**src/rtl/gold_seq_gen.sv**
```systemverilog
// Gold-sequence generator for NR scrambling: two 31-bit LFSRs advanced eight
// steps per clock, presenting the sequence one byte at a time after an Nc-bit warm-up.
module gold_seq_gen #(
  parameter int NC = 1600
) (
  input  logic        clk,
  input  logic        rst,
  input  logic        i_start,
  input  logic [30:0] i_c_init,
  input  logic        i_get,
  output logic [7:0]  o_byte,
  output logic        o_valid,
  output logic        o_busy
);

  localparam int CNT_MAX = NC / 8 - 1;
  localparam int CNT_W   = (CNT_MAX > 0) ? $clog2(CNT_MAX + 1) : 1;
  localparam logic [CNT_W-1:0] CNT_LAST = CNT_W'(CNT_MAX);

  typedef enum logic [1:0] {
    IDLE,
    WARMUP,
    FILL,
    READY
  } state_t;

  state_t           state_q, state_d;
  logic [30:0]      x1_q, x1_d;
  logic [30:0]      x2_q, x2_d;
  logic [CNT_W-1:0] cnt_q, cnt_d;
  logic [7:0]       byte_q, byte_d;
  logic             valid_q, valid_d;
  logic             busy_q, busy_d;

  logic [30:0]      x1_adv;
  logic [30:0]      x2_adv;
  logic [7:0]       c_cur;

  // Bit i of each register holds x(n+i); the new bit x(n+31) enters at the top.
  function automatic logic [30:0] adv_x1(input logic [30:0] s);
    logic [30:0] t;
    t = s;
    for (int i = 0; i < 8; i++) begin
      t = {t[3] ^ t[0], t[30:1]};
    end
    return t;
  endfunction

  function automatic logic [30:0] adv_x2(input logic [30:0] s);
    logic [30:0] t;
    t = s;
    for (int i = 0; i < 8; i++) begin
      t = {t[3] ^ t[2] ^ t[1] ^ t[0], t[30:1]};
    end
    return t;
  endfunction

  assign x1_adv = adv_x1(x1_q);
  assign x2_adv = adv_x2(x2_q);

  generate
    for (genvar gi = 0; gi < 8; gi++) begin : g_cbit
      assign c_cur[gi] = x1_q[gi] ^ x2_q[gi];
    end
  endgenerate

  always_comb begin
    state_d = state_q;
    x1_d    = x1_q;
    x2_d    = x2_q;
    cnt_d   = cnt_q;
    byte_d  = byte_q;
    valid_d = valid_q;
    busy_d  = busy_q;

    case (state_q)
      IDLE: begin
      end
      WARMUP: begin
        x1_d = x1_adv;
        x2_d = x2_adv;
        // Counter saturates at its last value so it never wraps mid warm-up.
        if (cnt_q == CNT_LAST) begin
          state_d = FILL;
        end else begin
          cnt_d = cnt_q + 1'b1;
        end
      end
      FILL: begin
        byte_d  = c_cur;
        x1_d    = x1_adv;
        x2_d    = x2_adv;
        valid_d = 1'b1;
        busy_d  = 1'b0;
        state_d = READY;
      end
      READY: begin
        if (i_get) begin
          byte_d = c_cur;
          x1_d   = x1_adv;
          x2_d   = x2_adv;
        end
      end
      default: begin
        state_d = IDLE;
      end
    endcase

    // A start overrides everything, including a coincident get.
    if (i_start) begin
      state_d = WARMUP;
      x1_d    = 31'd1;
      x2_d    = i_c_init;
      cnt_d   = '0;
      valid_d = 1'b0;
      busy_d  = 1'b1;
    end
  end

  always_ff @(posedge clk or posedge rst) begin
    if (rst) begin
      state_q <= IDLE;
      x1_q    <= '0;
      x2_q    <= '0;
      cnt_q   <= '0;
      byte_q  <= '0;
      valid_q <= 1'b0;
      busy_q  <= 1'b0;
    end else begin
      state_q <= state_d;
      x1_q    <= x1_d;
      x2_q    <= x2_d;
      cnt_q   <= cnt_d;
      byte_q  <= byte_d;
      valid_q <= valid_d;
      busy_q  <= busy_d;
    end
  end

  assign o_byte  = byte_q;
  assign o_valid = valid_q;
  assign o_busy  = busy_q;

endmodule

```
**config.mk**
```make
export PLATFORM = sky130hd
export DESIGN_NAME = gold_seq_gen
export DESIGN_NICKNAME = d
export VERILOG_FILES = /design/src/rtl/gold_seq_gen.sv
export SDC_FILE = /design/constraint.sdc
export NUM_CORES = 1
export LEC_CHECK = 0
export BUFFER_PORTS_ARGS = -buffer_cell sky130_fd_sc_hd__buf_2
export CAP_MARGIN = 10
export CELL_PAD_IN_SITES_DETAIL_PLACEMENT = 1
export CELL_PAD_IN_SITES_GLOBAL_PLACEMENT = 1
export CORE_MARGIN = 2
export CORE_UTILIZATION = 49
export DETAILED_ROUTE_END_ITERATION = 10
export GPL_TIMING_DRIVEN = 0
export MAX_ROUTING_LAYER = met4
export PLACE_DENSITY = 0.83
export SLEW_MARGIN = 5
export SYNTH_ARGS = -nofsm -noshare
export SYNTH_HDL_FRONTEND = slang
export SYNTH_SLANG_ARGS = --single-unit
```
**constraint.sdc**
```tcl
create_clock -name clk -period 3.4 [get_ports clk]
set_clock_uncertainty 0.15 [all_clocks]
set_input_delay 0.17 -clock clk [delete_from_list [all_inputs] [get_ports clk]]
set_output_delay 0.17 -clock clk [all_outputs]
set_load 0.1 [all_outputs]
```
==> results_dict.tcl <==
set metrics [dict create \
    ant_nets 0 \
    maxSlewViolCount 0 \
    grt_max_degree 48 \
    clock_insertion_delay_worst_skew_ns 0.36 \
    rsz0062_at_grt "no" \
    timing.final.ws_setup_ns 1.093 \
    globalRouteTotalUtil 0.3257 \
    cts_hold_bufs 32 \
    place_congestion 0.8133 \
    grt_first_pass_wirelength_mm 20.06 \
    timing.hold.worst.class "in2async" \
    yosys_register_bits 82 \
    fp.coreArea_um2 7687 \
    post_synth_instance_area_um2 3850 \
    relSlewSlack 0.5865 \
    top_level_ports 45 \
    layout-drive-gt1-share 0.1569 \
    cts_tree "yes" \
    criticalPathCategory "reg2reg" \
    hpwl_mm 6.954 \
    crit_required_ns 3.45 \
    grt_pass1_vias 3651 \
    pwr_density_cell_nw_per_um2 498.7 \
    kind_of_capture_point_of_the_worst_setup_path "flip-flop" \
    ctsRootBufferMaster "sky130_fd_sc_hd__clkbuf_8" \
    final_common_cell "sky130_fd_sc_hd__nand2_1" \
    detail_route.drc_violations 0 \
    antenna-diode-count 0 \
    number_of_vias_per_cell_after_detailed_routing 5.667 \
    hold_viol_final 0 \
    floorplan.die_area_um2 8582 \
    pre_cts_ws_ns 1.271 \
    synth_cells 386 \
    syn_nets 426 \
    cts_buf_count 9 \
    site_row_count 32 \
    max_capacitance_violation_count 0 \
    power_leakage_nw 2.242 \
    status "complete, no violations" \
    floorplan.initialDensity 0.5008 \
    layout_common_cells "90 x sky130_fd_sc_hd__nand2_1, 82 x sky130_fd_sc_hd__dfrtp_1, 50 x sky130_fd_sc_hd__buf_2, 41 x sky130_fd_sc_hd__o21ai_0, 33 x sky130_fd_sc_hd__mux2i_1" \
    cts_max_path_buffers 2 \
    path_max_fanout 10 \
    first_drt_iteration_drcs 152 \
    synth_area_per_cell_um2 9.974 \
    min_period_ns 2.307 \
    clock_sinks 82 \
    ys_seq_area_frac 0.5330 \
    globalRouteOverflowTotal 0 \
    synth_cell_type_count 29 \
    cts.clk_slew.worst_paths_ns 0.10 \
    clock_tree.htree_level_count 3 \
    area_growth_pct 24.34 \
    report.final.setup_viol 0 \
    tightest_slew_ns 0.6030 \
    via_count 3287 \
    route.detailed.wl_per_inst_um 21.73 \
    post_cts_sizing_count 0 \
    final_net_count 513 \
    finalWirelength_mm 12.60 \
    port_buffers 43 \
    fin_crit_sh 0.6786 \
    critical_path.startpoint_type "flip-flop" \
    dr.pass1.iters 4 \
    fp.dieH_um 92.64 \
    maximum_achievable_frequency_mhz 433.4 \
    postCtsSetupRepairBufs 0 \
    worst_ir_drop_vdd_uv 299.6 \
    die_w_um 92.64 \
    antenna_found_initial 0 \
    timing.critical_path.arrival_ns 2.36 \
    synth-warning-count 0 \
    design_power_total_mw 2.387 \
]
stage by stage:
stage | hold slack (ns) | utilization | setup TNS, ns | cells | cell area (um^2)
2_1_floorplan | 0.1410 | - | 0 | 386 | 3850
3_3_place_gp | 0.2270 | 0.5454 | -5.066 | 531 | 4193
3_5_place_dp | 0.08370 | 0.5493 | 0 | 532 | 4223
4_1_cts | 0.2309 | 0.6227 | 0 | 580 | 4787
5_1_grt | 0.2700 | 0.6227 | 0 | 580 | 4787
6_report | 0.2267 | 0.6227 | 0 | 580 | 4787
area by class of cell:
cell class | count | area (um^2)
Buffer | 24 | 121.4
Clock buffer | 12 | 145.1
Clock inverter | 4 | 98.84
Fill cell | 863 | 2900
Inverter | 6 | 25.02
Multi-Input combinational cell | 274 | 1654
Sequential cell | 82 | 2052
Tap cell | 102 | 127.6
Timing Repair Buffer | 76 | 563.0
critical path: stages, from the launching register on:
cell and delay (ns):
sky130_fd_sc_hd__dfrtp_1 0.46, sky130_fd_sc_hd__inv_1 0.07, sky130_fd_sc_hd__ha_1 0.28, sky130_fd_sc_hd__inv_1 0.05, sky130_fd_sc_hd__mux2i_2 0.38, sky130_fd_sc_hd__buf_4 0.35, sky130_fd_sc_hd__mux2i_1 0.24, sky130_fd_sc_hd__o21ai_0 0.16
final timing paths:
check                      startpoint  depth (start not counted)  slack, ns        end
max                        state_q[0]                          7       1.09   x2_q[12]
min                               rst                          3       0.23   x2_q[18]
max reg2reg                state_q[0]                          7       1.09   x2_q[12]
min reg2reg                 o_byte[7]                          2       0.34  o_byte[7]
max in group asynchronous         rst                          4       2.25    x1_q[9]
min in group clk                i_get                          4       0.24   x2_q[15]
cells in the mapped netlist (all sizes together):
cell type | n | share of area
mux2 | 1 | 0.0029
a211oi | 8 | 0.016
dfrtp | 82 | 0.53
xnor2 | 27 | 0.061
nand4 | 3 | 0.0049
clkbuf | 13 | 0.013
o21ai | 43 | 0.057
o21bai | 1 | 0.0020
xor2 | 7 | 0.016
nand3b | 1 | 0.0020
ha | 5 | 0.016
xnor3 | 1 | 0.0058
nor2 | 16 | 0.016
or3 | 4 | 0.0081
mux2i | 34 | 0.089
buf | 11 | 0.019
a21o | 1 | 0.0020
o2111a | 1 | 0.0029
nand2 | 90 | 0.088
inv | 6 | 0.0058
a21oi | 29 | 0.038
nor3 | 2 | 0.0026
registers in the layout (all words and copies together) (netlist names):
| register | count |
|---|---|
| cnt_q | 8 |
| o_busy | 1 |
| o_byte | 8 |
| o_valid | 1 |
| state_q | 2 |
| x1_q | 31 |
| x2_q | 31 |
kinds of logic after synthesis:
logic type | share of synthesized area
buf+inv | 0.03737
simple gates | 0.1209
flops | 0.5330
mux | 0.09230
xor+xnor | 0.08320
fa+ha+maj | 0.01625
compound gates | 0.1170
metal layers:
layer	track usage	vias to the layer above	wire (um)
li1	-	1459	-
met3	0.05370	31	588
met1	0.4026	1681	5191
met4	0.1275	0	376
met2	0.5408	116	6446
met5	-	-	0
where the power goes:
part | leakage, nW | switching, mW | internal [mW]
clock network | 0.121 | 0.386 | 0.511
logic | 1.06 | 0.239 | 0.148
registers | 1.07 | 0.0616 | 1.04
Power figures use the tool's default switching activity.
